$ cat src/rtl/reorder_buffer.sv
// In-order retirement buffer: rename allocates at the tail, execution marks entries done
// out of order, and the head retires one entry per cycle; a retiring mispredict flushes everything.
module reorder_buffer #(
    parameter int ROB_ENTRY    = 16,
    parameter int NUM_ARCH_REG = 16,
    parameter int NUM_PHYS_REG = 128,
    parameter int WORD_SIZE_P  = 16
) (
    input  logic                            clk_i,
    input  logic                            reset_i,
    input  logic                            rename_rob_v_i,
    input  logic [WORD_SIZE_P-1:0]          alloc_pc_i,
    input  logic                            alloc_w_v_i,
    input  logic [$clog2(NUM_ARCH_REG)-1:0] alloc_arch_reg_i,
    input  logic [$clog2(NUM_PHYS_REG)-1:0] alloc_freed_reg_i,
    input  logic                            alloc_is_store_i,
    output logic                            rob_ready_o,
    output logic [$clog2(ROB_ENTRY)-1:0]    rob_num_o,
    input  logic                            wb_v_i,
    input  logic [$clog2(ROB_ENTRY)-1:0]    wb_rob_i,
    input  logic                            wb_mispredict_i,
    input  logic [WORD_SIZE_P-1:0]          wb_resolved_pc_i,
    output logic                            commit_v_o,
    output logic                            commit_w_v_o,
    output logic [$clog2(NUM_ARCH_REG)-1:0] commit_alloc_reg_o,
    output logic [$clog2(NUM_PHYS_REG)-1:0] commit_freed_reg_o,
    output logic                            commit_is_store_o,
    output logic                            mispredict_o,
    output logic [WORD_SIZE_P-1:0]          redirect_pc_o
);
    localparam int IDX_W = $clog2(ROB_ENTRY);
    localparam int CNT_W = IDX_W + 1;
    localparam int AR_W  = $clog2(NUM_ARCH_REG);
    localparam int PR_W  = $clog2(NUM_PHYS_REG);

    typedef struct packed {
        logic                   valid;
        logic                   done;
        logic                   mispredict;
        logic [WORD_SIZE_P-1:0] resolved_pc;
        logic                   w_v;
        logic [AR_W-1:0]        arch_reg;
        logic [PR_W-1:0]        freed_reg;
        logic                   is_store;
    } entry_t;

    entry_t [ROB_ENTRY-1:0] rob_q, rob_d;
    logic   [IDX_W-1:0]     head_q, head_d, tail_q, tail_d;
    logic   [CNT_W-1:0]     count_q, count_d;

    entry_t head_e;
    logic   commit_v, flush, alloc_fire;

    // The PC travels with the instruction for tracing only; no retirement field depends on it.
    logic unused_pc;
    assign unused_pc = ^alloc_pc_i;

    assign head_e     = rob_q[head_q];
    assign commit_v   = head_e.valid && head_e.done;
    assign flush      = commit_v && head_e.mispredict;
    assign rob_ready_o = (count_q != CNT_W'(ROB_ENTRY));
    assign alloc_fire = rename_rob_v_i && rob_ready_o && !flush;
    assign rob_num_o  = tail_q;

    assign commit_v_o         = commit_v;
    assign commit_w_v_o       = commit_v && head_e.w_v;
    assign commit_alloc_reg_o = commit_v ? head_e.arch_reg : '0;
    assign commit_freed_reg_o = commit_v ? head_e.freed_reg : '0;
    assign commit_is_store_o  = commit_v && head_e.is_store;
    assign mispredict_o       = flush;
    assign redirect_pc_o      = flush ? head_e.resolved_pc : '0;

    always_comb begin
        rob_d   = rob_q;
        head_d  = head_q;
        tail_d  = tail_q;
        count_d = count_q;

        if (wb_v_i && rob_q[wb_rob_i].valid) begin
            rob_d[wb_rob_i].done        = 1'b1;
            rob_d[wb_rob_i].mispredict  = wb_mispredict_i;
            rob_d[wb_rob_i].resolved_pc = wb_resolved_pc_i;
        end

        if (commit_v) begin
            rob_d[head_q].valid = 1'b0;
            rob_d[head_q].done  = 1'b0;
            head_d = head_q + 1'b1;
        end

        // The tail slot is never valid when allocation fires, so it cannot collide with a writeback.
        if (alloc_fire) begin
            rob_d[tail_q] = '{valid: 1'b1, done: 1'b0, mispredict: 1'b0, resolved_pc: '0,
                              w_v: alloc_w_v_i, arch_reg: alloc_arch_reg_i,
                              freed_reg: alloc_freed_reg_i, is_store: alloc_is_store_i};
            tail_d = tail_q + 1'b1;
        end

        case ({alloc_fire, commit_v})
            2'b10:   count_d = count_q + 1'b1;
            2'b01:   count_d = count_q - 1'b1;
            default: count_d = count_q;
        endcase

        if (flush) begin
            for (int i = 0; i < ROB_ENTRY; i++) begin
                rob_d[i].valid = 1'b0;
                rob_d[i].done  = 1'b0;
            end
            head_d  = '0;
            tail_d  = '0;
            count_d = '0;
        end
    end

    always_ff @(posedge clk_i or posedge reset_i) begin
        if (reset_i) begin
            rob_q   <= '0;
            head_q  <= '0;
            tail_q  <= '0;
            count_q <= '0;
        end else begin
            rob_q   <= rob_d;
            head_q  <= head_d;
            tail_q  <= tail_d;
            count_q <= count_d;
        end
    end

endmodule
$ cat config.mk
export PLATFORM = sky130hd
export DESIGN_NAME = reorder_buffer
export DESIGN_NICKNAME = d
export VERILOG_FILES = /design/src/rtl/reorder_buffer.sv
export SDC_FILE = /design/constraint.sdc
export NUM_CORES = 1
export LEC_CHECK = 0
export CELL_PAD_IN_SITES_DETAIL_PLACEMENT = 1
export CELL_PAD_IN_SITES_GLOBAL_PLACEMENT = 1
export CORE_MARGIN = 2
export CORE_UTILIZATION = 52
export DETAILED_ROUTE_END_ITERATION = 7
export DONT_BUFFER_PORTS = 1
export PLACE_DENSITY = 0.82
export SETUP_SLACK_MARGIN = 0.3
export SLEW_MARGIN = 5
export SYNTH_ARGS = -nofsm -noshare
export SYNTH_HDL_FRONTEND = slang
export SYNTH_SLANG_ARGS = --single-unit
$ cat constraint.sdc
create_clock -name clk_i -period 26.3 [get_ports clk_i]
set_input_delay 5.26 -clock clk_i [delete_from_list [all_inputs] [get_ports clk_i]]
set_output_delay 5.26 -clock clk_i [all_outputs]
set_load 0.03 [all_outputs]
==> results.txt, run 1 <==
* Count of non-filler cells in the finished layout: about 2.8k
- Synthesis handed over a netlist of roughly 2.2k instances.
- Worst EP arrival: around 5600 ps
- Global routing used approximately a third of the available tracks.
- Counting tap cells, the placed design contains a total of ~2.7k instances.
- Using the TritonRoute via totals, the vias-per-cell ratio works out to 6.74.
- Run status: complete, no violations
- Leakage power: approximately 12 nW
- For this design, the CTS-stage hold fixing added 0 buffers.
- For this run, the top clock speed supported by timing is around 0.092 GHz.
* CP top delay family: simple AND/OR/NAND/NOR gates
- Initial antenna violation count: 0
* Clock-pin slew reported for the worst setup and hold paths after clock tree synthesis: 60 ps
- Top-level I/O count: 90
- The post-route netlist has 24.1% of its cells at a drive strength greater than 1.
- STA classifies the critical path endpoint as a primary output.
- Longest Clk Path Bufs: 3
* Filler instances: 4937
- Summing all flip-flop and latch instances after layout gives about 0.013 mm2.
* Master cell of the clock root buffer: clkbuf_16
- For this run, design rule violations remaining after detail routing come to 0.
* Number of H-tree branching levels: 2
- Worst clock skew: around 30 ps
- Startpoint Class: flop
- The critical path in this run is classified as flop to primary output.
- Port Buffer Count: 0
- Number of vias in the routed layout: between 15k and 20k
- Max Transition Viols Final: 0
- Power spread over the standard cell area amounts to 131 mW/mm2.
* Final-layout worst hold slack: a little under 500 ps
- Aggregate negative setup slack: 0 ps
- Post-CTS Setup Repair Bufs: 0
- The path with the worst hold slack has its endpoint at rob_q[291].
- Average wire per standard cell: between 30 and 40 um
- The synthesized design contains around 530 register bits.
* Std cell rows: slightly above 80
* TritonCTS clock tree: built
- At the pin with the least slew margin, the transition time is 1390 ps.
* Net count after synthesis: approximately 2.3k
- Count of nets after finishing: roughly 2.1k
* Register-to-Register Setup Slack: just under 20000 ps
* Mapped Area: around 0.026 mm2
- Library cells used by synthesis: 54
- The tree built by TritonCTS fans out to around 530 sinks.
* Worst slew margin: under 10%
- Library cell appearing most often on the critical path: buf_4
* Proportion of synthesized chip area in sequential cells: approximately half
- Leaving out fill and tap cells, the most frequent cell in the layout is nand2_1.
- A synthesized cell averages 11.7 um2.
* Maximum fanout encountered on the critical timing path: 57
- At the later pin of the worst-skew pair, clock insertion delay measures between 600 and 700 ps.
- Maximum number of pins on one net before global-route repair: 193
- Unrepaired setup endpoints after global routing: no
- Relative to the synthesized area, the layout overhead comes to 6.81%.
- Via count of the first global-routing pass: between 20k and 25k
- The path class of the tightest hold or removal check is flop to flop.
- Final worst path period share: about two fifths
* Remaining antenna violation count after routing: 0
- Starting density of the core: 52.6%
* Final wirelength: 86200 um
- VDD sags by at most between 0.00006 and 0.00007 V.
- Measured on the finished design, the core utilization comes to between 50% and 60%.
- Of all flip-flops after synthesis, the portion carrying an async set or reset was 100%.
- The die covers about 0.051 mm2.
- Critical Path Slowest Stage Cell: buf_4
- In this run the horizontal extent of the chip is between 200 and 250 um.
* Max-Cap Viols: 0
- Wire length of the first global-routing pass: approximately 130000 um
- STA puts the critical path data required time at ~21000 ps.
- Biggest cell delay along the critical path: roughly 980 ps
- Sum of buffers and inverters on the critical path: 2
* Commonest non-fill, non-tap cells in the layout: nand2_1 (559), dfrtp_1 (521), a21oi_1 (291)
- The floorplan step defined a core boundary enclosing roughly 0.049 mm2.
- Summing all multi-input logic gate instances after layout gives approximately 0.011 mm2.
- Synth Warn #: 0
* Crit path cell chain: buf_4 -> buf_4 -> mux4_2 -> nand2_1 -> nand4_2 -> nand3_4 -> nor2b_1
- Counting flops with a built-in enable in the synthesized netlist gives 0.
- Final hold violation count: 0
- Before antenna repair, the detailed router went through 6 iterations.
- Count of endpoints failing setup in the final report: 0
- HPWL reported at the end of detailed placement: 46900 um
* Total clock buffers created by CTS: between 50 and 60
* Commonest register cell after synthesis: dfrtp_1
- Global routing finished with a remaining overflow of 0.
- Height of the chip: roughly 230 um
* Number of instances on the worst hold path: 1
- RD Place Congestion: 0.818
* FF-to-FF End: rob_q[293]
- Hold_sp: rob_q[291]
- In this run, post-CTS repair resized a total of 0 instances.
- Critical register-to-register path startpoint: head_q[1]
- Post-layout minimum cycle time: 10820 ps
* Detailed Route Iter0 Violations: ~2.0k
- Logic depth of the worst register-to-register path: 9
==> stage by stage <==
stage | area, um2 | setup slack, ps | power [mW]
floorplan | 25700 | 6370 | 2.38
finish | 27500 | 15480 | 3.61
global route | 27500 | 15270 | 3.75
global placement | 25500 | 16310 | 2.60
CTS | 27400 | 15520 | 3.58
detailed placement | 25500 | 16190 | 2.72
==> synth_stat cells (2+ instances only) <==
cell type  number  area share [%]
and2_1         13            0.32
buf_12          8            0.62
nand2_2         3           0.073
mux2_1         11            0.48
a21boi_0        3           0.088
a21o_1          2           0.058
o21ai_0        20            0.39
o21a_1          3           0.088
clkbuf_1      107             1.6
mux2_2        117             5.1
inv_1           5           0.073
and3_1         35            0.85
nor2b_1        20            0.49
o31ai_1         2           0.058
a22o_1          3            0.10
a22oi_2         3            0.15
xnor2_1         2           0.068
nor3_4          4            0.25
nand2b_1       13            0.32
xor2_1          4            0.14
ha_1           10            0.49
buf_1          22            0.32
buf_6          29             1.3
a21oi_1       291             5.7
nor3_1          3           0.058
buf_4          21            0.61
dfrtp_1       525              51
nand3_1        22            0.43
nor2_1         31            0.45
o22ai_1        17            0.41
nand2_1       559             8.2
buf_2          26            0.51
mux2_4         80             4.7
mux4_2        157              14
==> worst reg2reg max path: cells and delay by family (launching register included) <==
kind | cells | cell delay [ps]
buffers and inverters | 2 | 1690
muxes | 2 | 1070
and+or+nand+nor | 5 | 2660
DFF | 1 | 930
==> registers in the layout, summed over array words and instances, names as in the netlist <==
register / count
rob_num_o: 4
count_q: 5
rob_q: 512
head_q: 4
==> per-layer routing <==
layer	vias to the layer above	GRT usage (%)	wire, um
li1	7367	-	-
met1	9907	43.6	31900
met2	1146	56.1	41700
met3	309	8.47	8390
met4	0	15.6	4250
met5	-	0	0
==> worst max path at each step <==
stage | end | depth (start not counted) | startpoint | slack [ps]
floorplan | count_q[0] | 1 | reset_i | 6370
global placement | redirect_pc_o[10] | 7 | head_q[1] | 16310
detailed placement | redirect_pc_o[7] | 7 | head_q[1] | 16190
CTS | redirect_pc_o[10] | 7 | head_q[1] | 15520
global route | redirect_pc_o[10] | 7 | head_q[1] | 15270
finish | redirect_pc_o[2] | 7 | head_q[1] | 15480
==> power by group <==
group	total (mW)	switching [mW]	internal, mW
clock	0.825	0.348	0.477
sequential	1.48	0.298	1.18
combinational	1.30	0.644	0.660
total	3.61	1.29	2.32
==> final cells by class <==
cell class / count / share of cell area, %
diodes: 1 / 0.00911
clock buffers: 89 / 6.25
clock inverters: 15 / 0.702
inverters: 7 / 0.132
multi-input cells: 1445 / 41.1
flip-flops and latches: 525 / 47.9
well taps: 664 / 3.03
repair buffers: 31 / 0.893
==> logic make-up after synthesis <==
| logic type | synth area share, % |
|---|---|
| and+or+nand+nor | 11.8 |
| DFF | 51.1 |
| buffers and inverters | 5.07 |
| AOI/OAI and AO/OA | 7.24 |
| adders and majority gates | 0.487 |
| xor gates and xnor gates | 0.204 |
| muxes | 24.0 |
No activity file was read; power rests on OpenSTA's default activity.
==> run 2, diff against run 1 <==
- CORE_UTILIZATION: 52 -> 47
- PLACE_DENSITY: 0.82 -> 0.79
- clock period: 26.3 -> 9.1 ns (I/O delays scaled with it)
==> run 2 against run 1 <==
Clock-buffer cell count shrank 13. Highest routed layer unchanged. Utilization is 5.6 points lower. Non-clock buffer count down 14. Cell count rose by 0.36%. Largest cell class unchanged. Critical endpoint is now commit_v_o. Register-to-register slack lost 16000 ps. Critical path depth fell by 1. Sequential power grew to 2.9 times the previous value. Design area shrank 0.69%. Die area increased by 10%. Sequential cell count stayed put.
==> results.txt, run 2 (synthesis results as in run 1) <==
- The transition at the pin with the smallest max-transition slack is 1240 ps (-145 ps).
- The clock latency on the worst-skew pair is 640 ps (about the same).
- Core area: 0.0539 mm2 (+10%)
- TritonCTS built the clock tree.
- The largest fanout of any net on the critical path is 47 (-18%).
- The max-cap violation count is 0 (unchanged).
- Total clock buffers created by CTS: 53 (-5.4%)
- Synthesis-to-layout area growth: 6.07%
* Commonest non-fill, non-tap cells in the layout: nand2_1 (559), dfrtp_1 (521), a21oi_1 (291)
* Via count of the first global-routing pass: 19.9k (-2.4%)
- Sum of overflow across all layers after global routing: 0 (unchanged)
* Largest reg by FF count: rob_q
- The leakage power summed over all cells is 11.6 nW (-1.1%).
- Starting density of the core: 47.7% (-4.9 points)
- The area enclosed by the die boundary was 0.0566 mm2 (+10%).
* Final standard cell area without fillers: 0.0273 mm2 (-0.69%)
* Proportion of layout cells with a drive suffix above 1: 23.5% (-0.57 points)
- The clock period could shrink to between 6000 and 7000 ps.
- RD Place Congestion: 0.836 (+2.2%)
* Startpoint Class: flop
* Achievable clock frequency: roughly 0.15 GHz
- Critical Path Slowest Stage Cell: dfrtp_4
- The area of placed instances is 0.0255 mm2 (-0.27%).
- Initial DRT Pass Iterations: 5 (-1)
- Resized Gates After CTS: 0 (unchanged)
* Final hold violation count: 0 (unchanged)
* Via count normalized by instance count: 6.41 (-5.0%)
- Worst slew margin: 17.3% (+9.7 points)
- The number of buffers inserted by hold repair at cts is 0 (unchanged).
- The number of primary I/O pins was 90 (unchanged).
* Crit end category: primary output
- The largest net degree at the start of global routing is 158 (-18%).
* Data required time of the worst path: 7280 ps (-13760 ps)
- Startpoint of the most critical setup path: head_q[0]
* Critical register-to-register path startpoint: head_q[1]
- The final net count was 2113 (-0.80%).
* Crit path cell chain: buf_4 -> mux4_2 -> a22oi_2 -> nand2_2 -> nand2_2 -> inv_2
* Worst clock skew: 33.2 ps (+3.58 ps)
- Final wirelength: 79700 um (-7.5%)
* CP top delay family: simple AND/OR/NAND/NOR gates
- Count of endpoints failing setup in the final report: 0 (unchanged)
- Worst ir drop on vdd: 0.000184 V (+180%)
- The buffering stage count on the worst path with inverters included was 2 (unchanged).
* Path length in cells of the critical path: 6 (-1)
- Class of the tightest hold or removal check: flop to flop
- The violation count after the first detailed-route iteration was 1534 (-24%).
- The critical path ends at commit_v_o.
- Type of the worst setup path: flop to primary output
- Max Transition Viols Final: 0 (unchanged)
- Remaining antenna violation count after routing: 0 (unchanged)
- The total routing resource utilization after global routing was 28.6% (-5.8 points).
- The number of clock sinks came to 525 (unchanged).
- The flip-flop count of the largest register after layout came to 512 (unchanged).
- Cell area power density: 377 mW/mm2 (+190%)
- Power, Total: 10.3 mW (+180%)
* Number of H-tree branching levels: 2 (unchanged)
- The count of buffers inserted at the top-level ports is 0 (unchanged).
* Aggregate negative setup slack: 0 ps (unchanged)
- Number of vias in the routed layout: 17.9k (-4.7%)
- The die height was 238 um (+5.1%).
- The run finished with clean final reports.
- FF-to-FF End: rob_q[169]
* Horiz. Die Dim: 238 um (+5.1%)
- Initial antenna violation count: 1 (+1)
* Std cell rows: 85 (+4.9%)
- The setup fix buffers added after clock tree synthesis came to 0 (unchanged).
* Biggest cell delay along the critical path: 1010 ps (+30 ps)
- Wire length of the first global-routing pass: 122000 um (-5.3%)
* Unrepaired setup endpoints after global routing: no
* Final worst path period share: between 70% and 80%
- The cell that appears most often on the critical path is nand2_2.
- The wire length per cell after detailed routing came to 28.6 um (-7.9%).
- Most common library cell in the layout ignoring fill and taps: nand2_1
- Logic depth of the worst register-to-register path: 8 (-1)
- # DRC: 0 (unchanged)
- The detailed placement HPWL was 46000 um (-2.0%).
* Worst EP arrival: 4670 ps (-890 ps)
* Filler instances: 5454 (+10%)
- Master cell of the clock root buffer: clkbuf_16
* Antenna Cells: 0 (-1)
- The internal reg-to-reg setup slack came to 3670 ps (-16150 ps).
- The clock slew seen by the registers of the worst setup and hold paths was 70 ps (about the same).
- Longest Clk Path Bufs: 3 (unchanged)
- Largest registers: rob_q (512), count_q (5)
## run 2: worst min-delay path by stage
stage	startpoint	to	slack, ps	depth (start not counted)
floorplan	count_q[4]	count_q[4]	440	1
global placement	rob_q[352]	rob_q[352]	460	1
detailed placement	rob_q[354]	rob_q[354]	470	1
CTS	rob_q[354]	rob_q[354]	490	1
global route	rob_q[361]	rob_q[361]	510	1
finish	rob_q[354]	rob_q[354]	500	1
## run 2: layout make-up
| type | count | area, um2 | share of cell area (%) |
|---|---|---|---|
| sequential | 525 | 13100 | 48.2 |
| multi-input combinational | 1445 | 11300 | 41.4 |
| clock buffer | 76 | 1550 | 5.70 |
| tap | 696 | 871 | 3.19 |
| clock inverter | 21 | 241 | 0.886 |
| timing repair buffer | 17 | 140 | 0.514 |
| inverter | 7 | 32.5 | 0.119 |
## run 2: stage by stage
| stage | instances | worst slack (ps) | hold WS [ps] | utilization (%) |
|---|---|---|---|---|
| 6_report | 2787 | 2610 | 500 | 50.6 |
| 5_1_grt | 2787 | 2340 | 511 | 50.6 |
| 4_1_cts | 2787 | 2560 | 488 | 50.6 |
| 3_5_place_dp | 2690 | 3270 | 474 | 47.2 |
| 3_3_place_gp | 2690 | 3330 | 462 | 47.2 |
| 2_1_floorplan | 2191 | 146 | 444 | - |
## run 2: metal layers
metal,GRT usage (%),share of wire [%],up-vias
met5,0,0,-
met2,47.0,49,734
met4,11.9,3.5,0
li1,-,-,7302
met1,36.9,40,9628
met3,6.15,7.2,190
## run 2: report_power, final
part | switching, mW | leakage (nW) | total [mW] | internal (mW)
combinational | 1.84 | 3.97 | 3.75 | 1.91
clock | 0.990 | 0.890 | 2.27 | 1.28
sequential | 0.842 | 6.71 | 4.26 | 3.41
total | 3.67 | 11.6 | 10.3 | 6.60
## run 2: worst reg2reg max path: stages, from the launching register on
cell     delay [ps]
dfrtp_4         910
buf_4           630
mux4_2          660
nand2_1         160
nand4_2         570
nand3_4         540
nor3b_2         350
and3_2         1070
mux2_2          460
